**src/rtl/sync_from_4ph_if.sv**
```systemverilog
// -----------------------------------------------------------------------------
// sync_from_4ph_if
//
// Purpose : Bundles the asynchronous four-phase input channel and the
//           synchronous valid/ready output stream of sync_from_4ph.
//
// Signals :
//   req_i     four-phase request from the self-timed sender (async to clk)
//   data_i    bundled data, stable from before req_i rises until after ack_o
//   ack_o     four-phase acknowledge back to the sender (registered)
//   out_valid head word available on out_data
//   out_data  FIFO head word
//   out_ready consumer accepts the head word when out_valid & out_ready
//   count     number of words held, 0..DEPTH
//
// Modports:
//   master  environment side: the asynchronous sender plus the clocked consumer
//   slave   bridge side (sync_from_4ph)
// -----------------------------------------------------------------------------
`timescale 1ns/1ps

interface sync_from_4ph_if #(
    parameter int WIDTH = 8,
    parameter int DEPTH = 4
);
    localparam int CW = $clog2(DEPTH) + 1;

    logic             req_i;
    logic [WIDTH-1:0] data_i;
    logic             ack_o;
    logic             out_valid;
    logic [WIDTH-1:0] out_data;
    logic             out_ready;
    logic [CW-1:0]    count;

    modport master (
        output req_i,
        output data_i,
        output out_ready,
        input  ack_o,
        input  out_valid,
        input  out_data,
        input  count
    );

    modport slave (
        input  req_i,
        input  data_i,
        input  out_ready,
        output ack_o,
        output out_valid,
        output out_data,
        output count
    );
endinterface

```
**src/rtl/sync_from_4ph.sv**
```systemverilog
// -----------------------------------------------------------------------------
// sync_from_4ph
//
// Purpose : Terminal consumer of a self-timed four-phase bundled-data
//           pipeline. The request is synchronised into the clk domain, the
//           bundled word is captured into a small FIFO, the acknowledge is
//           returned, and buffered words are offered on a valid/ready stream.
//
// Parameters:
//   WIDTH        data word width in bits
//   DEPTH        FIFO depth in words (power of two, >= 2)
//   SYNC_STAGES  flops in the req_i synchroniser (>= 2)
//
// Ports:
//   clk      single clock, all state updates on the rising edge
//   reset_n  asynchronous, active-low reset
//   bus      sync_from_4ph_if.slave: req_i/data_i/ack_o four-phase channel,
//            out_valid/out_data/out_ready stream, count occupancy
// -----------------------------------------------------------------------------
`timescale 1ns/1ps

module sync_from_4ph #(
    parameter int WIDTH       = 8,
    parameter int DEPTH       = 4,
    parameter int SYNC_STAGES = 2
) (
    input  logic                 clk,
    input  logic                 reset_n,
    sync_from_4ph_if.slave       bus
);

    localparam int AW = $clog2(DEPTH);
    localparam int CW = AW + 1;

    typedef enum logic {
        ST_IDLE  = 1'b0,
        ST_ACKED = 1'b1
    } state_t;

    // -------------------------------------------------------------------------
    // Request synchroniser. req_i is asynchronous to clk; only the first stage
    // ever samples it, everything else looks at req_s.
    // -------------------------------------------------------------------------
    logic [SYNC_STAGES-1:0] sync_q;
    logic                   req_s;

    // NOTE: every flop in this file is written with <= so that all registers
    // update together from pre-edge values; a blocking = here would let stage 2
    // see the new stage 1 value in the same edge and collapse the synchroniser.
    always_ff @(posedge clk or negedge reset_n) begin
        if (!reset_n) begin
            sync_q <= '0;
        end else begin
            sync_q <= {sync_q[SYNC_STAGES-2:0], bus.req_i};
        end
    end

    assign req_s = sync_q[SYNC_STAGES-1];

    // -------------------------------------------------------------------------
    // FIFO bookkeeping
    // -------------------------------------------------------------------------
    logic [CW-1:0]    count_q, count_d;
    logic [AW-1:0]    wr_ptr_q, wr_ptr_d;
    logic [AW-1:0]    rd_ptr_q, rd_ptr_d;
    logic [WIDTH-1:0] mem_q [DEPTH];

    state_t state_q;
    logic   ack_q;

    logic full;
    logic empty;
    logic push;
    logic pop;

    // Full is judged on the pre-edge count, so a pop on the same edge does
    // not free a slot for a push until the following edge.
    assign full  = (count_q == CW'(DEPTH));
    assign empty = (count_q == '0);

    // A push is exactly the IDLE->ACKED transition: one write per handshake.
    assign push  = (state_q == ST_IDLE) && req_s && !full;
    assign pop   = !empty && bus.out_ready;

    // NOTE: each next-state variable gets its hold value first, so every path
    // through the block assigns it and no latch is inferred.
    always_comb begin
        wr_ptr_d = wr_ptr_q;
        rd_ptr_d = rd_ptr_q;
        count_d  = count_q;

        // Pointers are AW bits wide; with DEPTH a power of two the increment
        // wraps modulo DEPTH on its own.
        if (push) begin
            wr_ptr_d = wr_ptr_q + AW'(1);
        end
        if (pop) begin
            rd_ptr_d = rd_ptr_q + AW'(1);
        end

        // Simultaneous push and pop leaves the count unchanged.
        count_d = count_q + CW'(push) - CW'(pop);
    end

    always_ff @(posedge clk or negedge reset_n) begin
        if (!reset_n) begin
            wr_ptr_q <= '0;
            rd_ptr_q <= '0;
            count_q  <= '0;
        end else begin
            wr_ptr_q <= wr_ptr_d;
            rd_ptr_q <= rd_ptr_d;
            count_q  <= count_d;
        end
    end

    // NOTE: the storage array is cleared on reset on purpose: out_data is read
    // straight from the head entry and must read 0 out of reset, and at a few
    // words of flops the reset costs nothing worth avoiding.
    always_ff @(posedge clk or negedge reset_n) begin
        if (!reset_n) begin
            for (int i = 0; i < DEPTH; i++) begin
                mem_q[i] <= '0;
            end
        end else if (push) begin
            // data_i has been stable for at least SYNC_STAGES edges by the
            // time req_s is seen, so sampling it here honours the bundling.
            mem_q[wr_ptr_q] <= bus.data_i;
        end
    end

    // -------------------------------------------------------------------------
    // Four-phase handshake FSM with registered acknowledge.
    //   IDLE  : ack low, waiting for req_s with space in the FIFO
    //   ACKED : ack high, waiting for req_s to return to zero
    // A full FIFO simply holds IDLE, which back-pressures the sender.
    // -------------------------------------------------------------------------
    always_ff @(posedge clk or negedge reset_n) begin
        if (!reset_n) begin
            state_q <= ST_IDLE;
            ack_q   <= 1'b0;
        end else begin
            case (state_q)
                ST_IDLE: begin
                    if (push) begin
                        state_q <= ST_ACKED;
                        ack_q   <= 1'b1;
                    end
                end
                ST_ACKED: begin
                    if (!req_s) begin
                        state_q <= ST_IDLE;
                        ack_q   <= 1'b0;
                    end
                end
                default: begin
                    state_q <= ST_IDLE;
                    ack_q   <= 1'b0;
                end
            endcase
        end
    end

    // -------------------------------------------------------------------------
    // Outputs. out_data is the head register, so there is no combinational
    // path from data_i to out_data.
    // -------------------------------------------------------------------------
    assign bus.ack_o     = ack_q;
    assign bus.out_valid = !empty;
    assign bus.out_data  = mem_q[rd_ptr_q];
    assign bus.count     = count_q;

    // -------------------------------------------------------------------------
    // Invariants
    // -------------------------------------------------------------------------
    a_count_range : assert property (@(posedge clk) disable iff (!reset_n)
        count_q <= CW'(DEPTH));

    a_ptr_count : assert property (@(posedge clk) disable iff (!reset_n)
        (count_q == CW'(DEPTH) || count_q == '0) ? (wr_ptr_q == rd_ptr_q) : (wr_ptr_q != rd_ptr_q));

    a_ack_matches_state : assert property (@(posedge clk) disable iff (!reset_n)
        ack_q == (state_q == ST_ACKED));

endmodule
```
**src/flat_wrapper.sv**
```systemverilog
// flat-port wrapper written by rule: the top's interface ports become plain ports
module sync_from_4ph_flat 
#(
    parameter int WIDTH       = 8,
    parameter int DEPTH       = 4,
    parameter int SYNC_STAGES = 2
)
  (clk, reset_n, bus_req_i, bus_data_i, bus_out_ready, bus_ack_o, bus_out_valid, bus_out_data, bus_count);
  sync_from_4ph_if #(.WIDTH(WIDTH), .DEPTH(DEPTH)) bus_i ();
  input  logic clk;
  input  logic reset_n;
  input wire logic [$bits(bus_i.req_i)-1:0] bus_req_i;
  input wire logic [$bits(bus_i.data_i)-1:0] bus_data_i;
  input wire logic [$bits(bus_i.out_ready)-1:0] bus_out_ready;
  output wire logic [$bits(bus_i.ack_o)-1:0] bus_ack_o;
  output wire logic [$bits(bus_i.out_valid)-1:0] bus_out_valid;
  output wire logic [$bits(bus_i.out_data)-1:0] bus_out_data;
  output wire logic [$bits(bus_i.count)-1:0] bus_count;
  assign bus_i.req_i = bus_req_i;
  assign bus_i.data_i = bus_data_i;
  assign bus_i.out_ready = bus_out_ready;
  assign bus_ack_o = bus_i.ack_o;
  assign bus_out_valid = bus_i.out_valid;
  assign bus_out_data = bus_i.out_data;
  assign bus_count = bus_i.count;
  sync_from_4ph #(.WIDTH(WIDTH), .DEPTH(DEPTH), .SYNC_STAGES(SYNC_STAGES)) u_core (.clk(clk), .reset_n(reset_n), .bus(bus_i));
endmodule
```
**config.mk**
```make
export PLATFORM = sky130hd
export DESIGN_NAME = sync_from_4ph_flat
export DESIGN_NICKNAME = d
export VERILOG_FILES = /design/src/rtl/sync_from_4ph_if.sv /design/src/rtl/sync_from_4ph.sv /design/src/flat_wrapper.sv
export SDC_FILE = /design/constraint.sdc
export NUM_CORES = 1
export LEC_CHECK = 0
export CAP_MARGIN = 20
export CORE_ASPECT_RATIO = 0.8
export CORE_MARGIN = 2
export CORE_UTILIZATION = 49
export DETAILED_ROUTE_END_ITERATION = 10
export PLACE_DENSITY = 0.75
export SETUP_SLACK_MARGIN = 0.1
export SYNTH_ARGS = -nofsm -noshare
export SYNTH_HDL_FRONTEND = slang
export SYNTH_SLANG_ARGS = --single-unit
```
**constraint.sdc**
```tcl
create_clock -name clk -period 2.3 [get_ports clk]
set_clock_uncertainty 0.2 [all_clocks]
set_input_delay 0.46 -clock clk [delete_from_list [all_inputs] [get_ports clk]]
set_output_delay 0.46 -clock clk [all_outputs]
set_load 0.01 [all_outputs]
```
# Word-level counts from Yosys, hierarchy flattened

Cells that the tools add are included.

Register bits: 43
Input port bits: 12
Output and inout port bits: 13
Logic and storage cells: 43

Add/subtract/negate cells: 4
Order comparisons: 3
Equality and inequality tests: 3
Mux-type cells: 12
Bitwise logic cells: 3
Reduce and logical (&&, ||, !) cells: 8

Operators with widths:

| cell                  | number |
|---|---|
| $bwmux W32            | 1 |
| $mux W8               | 3 |
| $bmux W8 S2           | 1 |
| $demux W8 S2          | 1 |
| $ge A3 B3 Y1 const B  | 2 |
| $not A2 Y3            | 2 |
| $add A2 B1 Y2 const B | 2 |
| $logic_and A1 B1 Y1   | 4 |
| $mux W1               | 4 |
| $pmux W1 S2           | 2 |
| $add A3 B1 Y3         | 1 |
| $eq A3 B3 Y1 const B  | 1 |
| $logic_not A3 Y1      | 1 |
| $lt A3 B1 Y1 const B  | 1 |
| $sub A3 B1 Y3         | 1 |
| $logic_not A1 Y1      | 2 |
| $ne A2 B1 Y1 const B  | 1 |
| $ne A2 B2 Y1 const B  | 1 |
| $reduce_and A2 Y1     | 1 |
| $not A1 Y1            | 1 |

# Depth between registers and ports, before layout

Gate-level depths: netlist of run 1.

Depth after elaboration: 6
Mapped depth: 8
Depth with buffers taken out: 7

# Worst setup path before layout of run 1

OpenSTA, ideal clock, no wires.

Path type: register to register
From: register u_core.count_q[0] (netlist: u_core.bus.count[0])
To: register u_core.count_q[2] (netlist: u_core.bus.count[2])
Setup time: 127 ps
Arrival: 2066 ps
Data required time: 1973 ps
Setup slack: -93 ps
Stages on the path, launching flop included: 9
Path buffers: 2
Clock period less this slack: 2393 ps
Cells stage by stage: dfrtp_1 > or3b_1 > buf_6 > and2_1 > buf_2 > ha_1 > fa_1 > xor2_1 > xnor2_1

Longest elaborated chain between the ends: 5
Elaborated cells on any way between the ends: 8
Classes of those cells: 2 x add/sub; 1 x eq/ne; 5 x reduce/logical

Ends and longest elaborated chain:

| item                   | line                 | RTL |
|---|---|---|
| from (decl)            | sync_from_4ph.sv:63  | `logic [CW-1:0] count_q, count_d;` |
| from (signal assigned) | sync_from_4ph.sv:113 | `count_q <= count_d;` |
| $eq A3 B3 Y1           | sync_from_4ph.sv:78  | `assign full = (count_q == CW'(DEPTH));` |
| $logic_not A1 Y1       | sync_from_4ph.sv:82  | `assign push = (state_q == ST_IDLE) && req_s && !full;` |
| $logic_and A1 B1 Y1    | sync_from_4ph.sv:82  |  |
| net u_core.push        | sync_from_4ph.sv:73  | `logic push;` |
| $add A3 B1 Y3          | sync_from_4ph.sv:102 | `count_d = count_q + CW'(push) - CW'(pop);` |
| $sub A3 B1 Y3          | sync_from_4ph.sv:102 |  |
| net u_core.count_d[2]  | sync_from_4ph.sv:63  |  |

The timed path passes the listed nets, and every way through them passes these cells.
A chain may end at the register's enable or synchronous reset.

# Worst setup path after layout of run 1

From: register u_core.rd_ptr_q[0]
To: output bus_out_data[1]

Longest elaborated chain between the ends: 4

Ends and longest elaborated chain:

| item                                       | line                 | RTL |
|---|---|---|
| from (decl)                                | sync_from_4ph.sv:65  | `logic [AW-1:0] rd_ptr_q, rd_ptr_d;` |
| from (signal assigned)                     | sync_from_4ph.sv:112 | `rd_ptr_q <= rd_ptr_d;` |
| $not A2 Y3 (not written as such)           | sync_from_4ph.sv:170 | `assign bus.out_data = mem_q[rd_ptr_q];` |
| $bmux W8 S2                                | sync_from_4ph.sv:170 |  |
| $mux W8 (not written as such) (2 in a row) | sync_from_4ph.sv:170 |  |
| to (decl)                                  | flat_wrapper.sv:17   | `output wire logic [$bits(bus_i.out_data)-1:0] bus_out_data;` |

No other way between the ends. The select of a mux whose other input is x is not followed.

==> results of run 1 <==
power groups by stage:
| stage | Sequential, mW | Combinational [mW] | Clock, mW |
|---|---|---|---|
| after floorplan | 1.30 | 1.11 | 0 |
| after global placement | 1.35 | 1.58 | 0 |
| after detailed placement | 1.39 | 1.65 | 0 |
| after CTS | 1.37 | 1.66 | 0.489 |
| after global routing | 1.42 | 1.90 | 0.533 |
| final | 1.37 | 1.76 | 0.480 |
synth_stat cells:
library cell and number:
sky130_fd_sc_hd__a21o_1 1, sky130_fd_sc_hd__nand3_2 2, sky130_fd_sc_hd__nand2b_1 1, sky130_fd_sc_hd__mux2_2 16, sky130_fd_sc_hd__nor2b_1 1, sky130_fd_sc_hd__inv_1 6, sky130_fd_sc_hd__buf_2 2, sky130_fd_sc_hd__mux4_2 8
sky130_fd_sc_hd__mux2_4 17, sky130_fd_sc_hd__and2_1 1, sky130_fd_sc_hd__dfrtp_1 43, sky130_fd_sc_hd__or3b_1 1, sky130_fd_sc_hd__xnor2_1 3, sky130_fd_sc_hd__buf_1 1, sky130_fd_sc_hd__o31a_2 1, sky130_fd_sc_hd__and3_1 2
sky130_fd_sc_hd__o21a_1 1, sky130_fd_sc_hd__or3_2 1, sky130_fd_sc_hd__buf_6 3, sky130_fd_sc_hd__xor2_1 2, sky130_fd_sc_hd__fa_1 1, sky130_fd_sc_hd__nand2_1 1, sky130_fd_sc_hd__ha_1 6
metal layers:
metal,GRT usage,share of wire,wire length (um)
met1,0.234,0.45,1580
met2,0.278,0.51,1780
met3,0.0458,0.034,121
met4,0.0802,0.013,45
met5,0,0,0
worst max-delay path: stages (launching register included):
cell and delay (ps):
sky130_fd_sc_hd__dfrtp_1 360, sky130_fd_sc_hd__buf_6 110, sky130_fd_sc_hd__buf_12 120, sky130_fd_sc_hd__buf_6 90, sky130_fd_sc_hd__mux4_2 500, sky130_fd_sc_hd__buf_6 140
logic make-up after synthesis:
kind of cell | synth area share
AOI/OAI and AO/OA | 0.0125
DFF | 0.539
adders and majority gates | 0.0476
buffers and inverters | 0.0351
muxes | 0.308
and+or+nand+nor | 0.0357
xor gates and xnor gates | 0.0219
worst min path at each step:
stage | endpoint | slack (ps)
5_1_grt | u_core.sync_q[1] | 190
2_1_floorplan | u_core.bus.ack_o | -40
4_1_cts | u_core.sync_q[1] | 160
3_5_place_dp | u_core.sync_q[1] | 140
6_report | u_core.sync_q[1] | 160
3_3_place_gp | u_core.sync_q[1] | 130
flip-flops by register name, summed over array words and instances, names as in the netlist:
signal and flops:
u_core.mem_q 32, u_core.bus.count 3, u_core.rd_ptr_q 2, u_core.sync_q 2, u_core.wr_ptr_q 2, u_core.bus.ack_o 1
u_core.state_q 1
per-stage QoR:
step	TNS, ps	setup WS, ps
finish	0	27.3
global route	-30.8	-30.8
CTS	0	14.3
detailed placement	-173	-173
global placement	-111	-111
floorplan	-2.47	-2.47
cell type report:
| class | count | share of cell area |
|---|---|---|
| clock buffer | 6 | 0.0330 |
| inverter | 6 | 0.00900 |
| timing repair buffer | 37 | 0.140 |
| tap | 55 | 0.0275 |
| sequential | 43 | 0.430 |
| clock inverter | 1 | 0.00200 |
| multi-input combinational | 66 | 0.358 |
repair_timing:
| item | in CTS | in global routing |
|---|---|---|
| hold buffers | 1 | 0 |
| setup endpoints to repair | 10 | 9 |
| gates resized for setup | 40 | 5 |
| buffers inserted | 5 | 2 |
| hold endpoints to repair | 16 | 0 |
| pin swaps | 5 | 1 |
==> qor.csv, run 1 <==
metric;value;unit
status;finished, final reports clean;
cts-root-buf;sky130_fd_sc_hd__clkbuf_8;
vias_in_the_first_global_route;1185;
std_cell_rows;20;
rrSetupSlack;90;ps
worst-setup-path-type;reg -> out;
postSynthCellCount;121;
wl;3530;um
drt-vias-per-instance;5.21;
antenna_found_initial;0;
route.vias.total;1116;
arrival_time_of_data_at_the_critical_path_endpoint;1610;ps
number_of_instances_in_the_placed_design;200;
synthesis.area_per_instance;16.5;um^2
totalPowerFinal;3.62;mW
design.core.area;0.00385;mm^2
max-vdd-ir-drop;0.000541;V
internal_power;2.51;mW
yosys_register_bits;43;
timing.rr.end;u_core.bus.count[2];
timing.max_cap.violations;0;
num-fill-cells;300;
synth.net_count;140;
crit_fanout;7;
first_pass_iters;4;
cts-buffers-inserted;5;
final_period_minus_worst_setup_slack;2270;ps
critPathCaptureType;output port;
fmaxAchievable;0.440;GHz
drc;0;
netlist_top_cells_area;sky130_fd_sc_hd__dfrtp_1 (54%), sky130_fd_sc_hd__mux2_4 (13%), sky130_fd_sc_hd__mux2_2 (9.0%);
grt_remaining_overflow;0;
fin_crit_sh;0.988;
min_from;u_core.sync_q[0];
worst_skew_pair.late_latency;290;ps
worst_pin_slew;663;ps
finish.instance_area;0.00250;mm^2
die_ar;0.00461;mm^2
share_comb_of_total_power;0.487;
tritoncts;done;
antenna_left;0;
final-hold-violation-count;0;
slew_violations;0;
avgRoutedWirePerCell;16.5;um
layout_common_cells;sky130_fd_sc_hd__dfrtp_1 (42), sky130_fd_sc_hd__mux2_4 (17), sky130_fd_sc_hd__mux2_2 (16);
p_sw;1.11;mW
sequentialPowerShare;0.380;
critPathRequiredTime;1640;ps
yosys.area.top_type;sky130_fd_sc_hd__dfrtp_1;
layout-area-overhead-vs-synth;25.4;%
die-height;61.1;um
htree_levels;2;
crit_end;bus_out_data[1];
numPortBuffers;24;
synthesis.yosys.warnings;0;
hold-path-cell-count;0;
die_x;75.4;um
multiInputGateArea;896;um^2
critical_path.startpoint_type;flop;
hp-class;reg -> reg;
worst-r2r-cell-count;7;
synth_sequential_area_ratio;0.539;
layout.cells.most_common;sky130_fd_sc_hd__dfrtp_1;
grt_pass1_wl;5730;um
setup.worst_path.start;u_core.rd_ptr_q[0];
pin_count_of_the_biggest_net_entering_global_routing;30;
clk_pin_slew;80;ps
grt_use_total;0.177;
p_clk_frac;0.133;
area_after_detailed_placement;0.00233;mm^2
power_switching_share;0.306;
power_leakage;1.11;nW
drive_gt1_frac;0.503;
ff_latch_area;0.00108;mm^2
rr_startpoint;u_core.bus.count[2];
tritoncts_num_sinks;43;
utilization;0.650;
final_cell_count_no_fill;214;
synth_cell_types;23;
dr.first_iter.drc_count;56;
diode_count;0;
globalplace.congestion;0.684;
synthDominantCellAreaShare;0.539;
nets;178;
setup_viol;0;
clockBufferDepth;2;
syn-cell-area;0.00200;mm^2
power_per_cell_area;1450;mW/mm^2
max-slew-margin-rel;0.558;
num_io_pins;25;
initial_cell_density_of_the_core;0.518;
holdWs;157;ps
rsz0062_at_grt;yes;
post-dp-hpwl;2420;um
Power figures use the tool's default switching activity.
==> run 2: changes to the inputs <==
--- a/config.mk
+++ b/config.mk
@@ -6,7 +6,6 @@
 export NUM_CORES = 1
 export LEC_CHECK = 0
 export CAP_MARGIN = 20
-export CORE_ASPECT_RATIO = 0.8
 export CORE_MARGIN = 2
 export CORE_UTILIZATION = 49
 export DETAILED_ROUTE_END_ITERATION = 10
==> qor.csv, run 2 (same netlist as run 1, synthesis figures left out) <==
metric;value;unit;change
status;finished, final reports clean;;
worst_skew_pair.late_latency;300;ps;about the same
max_reg_flops;32;;unchanged
wl;3700;um;+4.9%
internal_power;2.52;mW;+0.29%
drive_gt1_frac;0.528;;+0.0248
antenna_found_initial;0;;unchanged
cts-buffers-inserted;5;;unchanged
layout_common_cells;sky130_fd_sc_hd__dfrtp_1 (42), sky130_fd_sc_hd__mux2_4 (17), sky130_fd_sc_hd__mux2_2 (16);;
post_cts_hold_buffer_count;0;;-1
p_clk_frac;0.144;;+0.011
post-dp-hpwl;2440;um;+1.1%
grt_pass1_wl;5920;um;+3.4%
totalPowerFinal;3.63;mW;+0.40%
most_flops_register;u_core.mem_q;;
slew_violations;0;;unchanged
die_ar;0.00460;mm^2;about the same
power_leakage;1.12;nW;+0.52%
crit_path_top_delay_cell;sky130_fd_sc_hd__dfrtp_2;;
max-vdd-ir-drop;0.000745;V;+38%
die_x;67.8;um;-10%
setup_viol;0;;unchanged
share_comb_of_total_power;0.475;;-0.012
crit_fanout;3;;-4
critPathCaptureType;flop;;
grt_remaining_overflow;0;;unchanged
clk_pin_slew;80;ps;about the same
vias_in_the_first_global_route;1249;;+5.4%
stage_delay_of_the_slowest_cell_on_the_critical_path;440;ps;-60 ps
drt-vias-per-instance;5.26;;+0.79%
nets;179;;+0.56%
layout-area-overhead-vs-synth;25.1;%;
tritoncts;done;;
ff_latch_area;0.00108;mm^2;unchanged
worst-setup-path-type;reg -> reg;;
final_cell_count_no_fill;211;;-1.4%
tritoncts_num_sinks;43;;unchanged
rsz0062_at_grt;yes;;
diode_count;0;;unchanged
numPortBuffers;24;;unchanged
num-fill-cells;284;;-5.3%
clockBufferDepth;2;;unchanged
std_cell_rows;23;;+15%
crit_path_cell_trace;o31a_4 > ha_4 > inv_1 > ha_4 > fa_2 > xor2_2 > xnor2_1;;
num_io_pins;25;;unchanged
drc;0;;unchanged
power_per_cell_area;1450;mW/mm^2;+0.60%
cp_common_cell;sky130_fd_sc_hd__ha_4;;
fin_crit_sh;0.962;;-0.0262
worst_pin_slew;519;ps;-144 ps
initial_cell_density_of_the_core;0.503;;-0.0153
htree_levels;2;;unchanged
globalplace.congestion;0.682;;-0.35%
first_pass_iters;4;;unchanged
holdWs;14.2;ps;-143 ps
design.core.area;0.00397;mm^2;+3.1%
dr.first_iter.drc_count;72;;+29%
critPathRequiredTime;2290;ps;+650 ps
critical_path.startpoint_type;flop;;
final_period_minus_worst_setup_slack;2210;ps;-60.2 ps
pin_count_of_the_biggest_net_entering_global_routing;44;;+47%
layout.cells.most_common;sky130_fd_sc_hd__dfrtp_1;;
number_of_instances_in_the_placed_design;196;;-2.0%
die-height;67.8;um;+11%
route.vias.total;1109;;-0.63%
timing.max_cap.violations;0;;unchanged
sequentialPowerShare;0.381;;about the same
power_switching_share;0.307;;+0.000749
p_sw;1.11;mW;+0.65%
arrival_time_of_data_at_the_critical_path_endpoint;2200;ps;+590 ps
avgRoutedWirePerCell;17.5;um;+6.4%
fmaxAchievable;0.452;GHz;+2.7%
multiInputGateArea;905;um^2;+0.98%
cts-root-buf;sky130_fd_sc_hd__clkbuf_8;;
antenna_left;0;;unchanged
final-hold-violation-count;0;;unchanged
grt_use_total;0.182;;+0.00524
max-slew-margin-rel;0.654;;+0.0959
hp-class;in -> async;;
[run 2: final cells by class]
cell class | count | area share
Inverter | 6 | 0.00901
Clock buffer | 8 | 0.0401
Timing Repair Buffer | 38 | 0.133
Tap cell | 50 | 0.0250
Sequential cell | 43 | 0.431
Multi-Input combinational cell | 66 | 0.362
[run 2: routing by layer]
layer  routed length (um)  vias to the layer above  global-route usage
met1                 1540                      567               0.218
met2                 1880                       29               0.308
met4                   85                        0              0.0725
met5                    0                        -                   0
li1                     -                      506                   -
met3                  189                        7              0.0559
[run 2: path summary, 6_finish.rpt]
kind,from,to,slack [ps],cells after the start
max in group asynchronous,reset_n,u_core.bus.count[1],1510,2
max reg2reg,u_core.bus.count[1],u_core.bus.count[2],90,7
max,u_core.bus.count[1],u_core.bus.count[2],90,7
min reg2reg,u_core.sync_q[0],u_core.sync_q[1],170,0
min,reset_n,u_core.mem_q[31],10,2
min in group clk,u_core.sync_q[0],u_core.sync_q[1],170,0
[run 2: critical path: cells and delay by family (launching register included)]
family,cells,cell delay (ps)
adders and majority gates,3,770
DFF,1,440
AOI/OAI and AO/OA,1,350
xor gates and xnor gates,2,290
buffers and inverters,1,50
[run 2: timing repair]
action	4_1_cts	5_1_grt
cloned	0	0
endpoints found under the setup margin	10	14
pin swaps	3	1
resized for setup	41	9
setup buffers	7	0
[run 2: power by group through the flow]
stage	Sequential [mW]	Clock [mW]	Combinational, mW
floorplan	1.30	0	1.11
global placement	1.35	0	1.58
detailed placement	1.39	0	1.66
CTS	1.38	0.537	1.63
global route	1.43	0.567	1.87
finish	1.38	0.522	1.73
[run 2: per-stage QoR]
stage	TNS [ps]	instance area, um^2	util	setup WS (ps)
2_1_floorplan	-2.47	2020	-	-2.47
3_3_place_gp	-114	2320	0.584	-114
3_5_place_dp	-163	2320	0.584	-163
4_1_cts	0	2460	0.619	80.4
5_1_grt	0	2500	0.629	48.0
6_report	0	2500	0.629	87.4
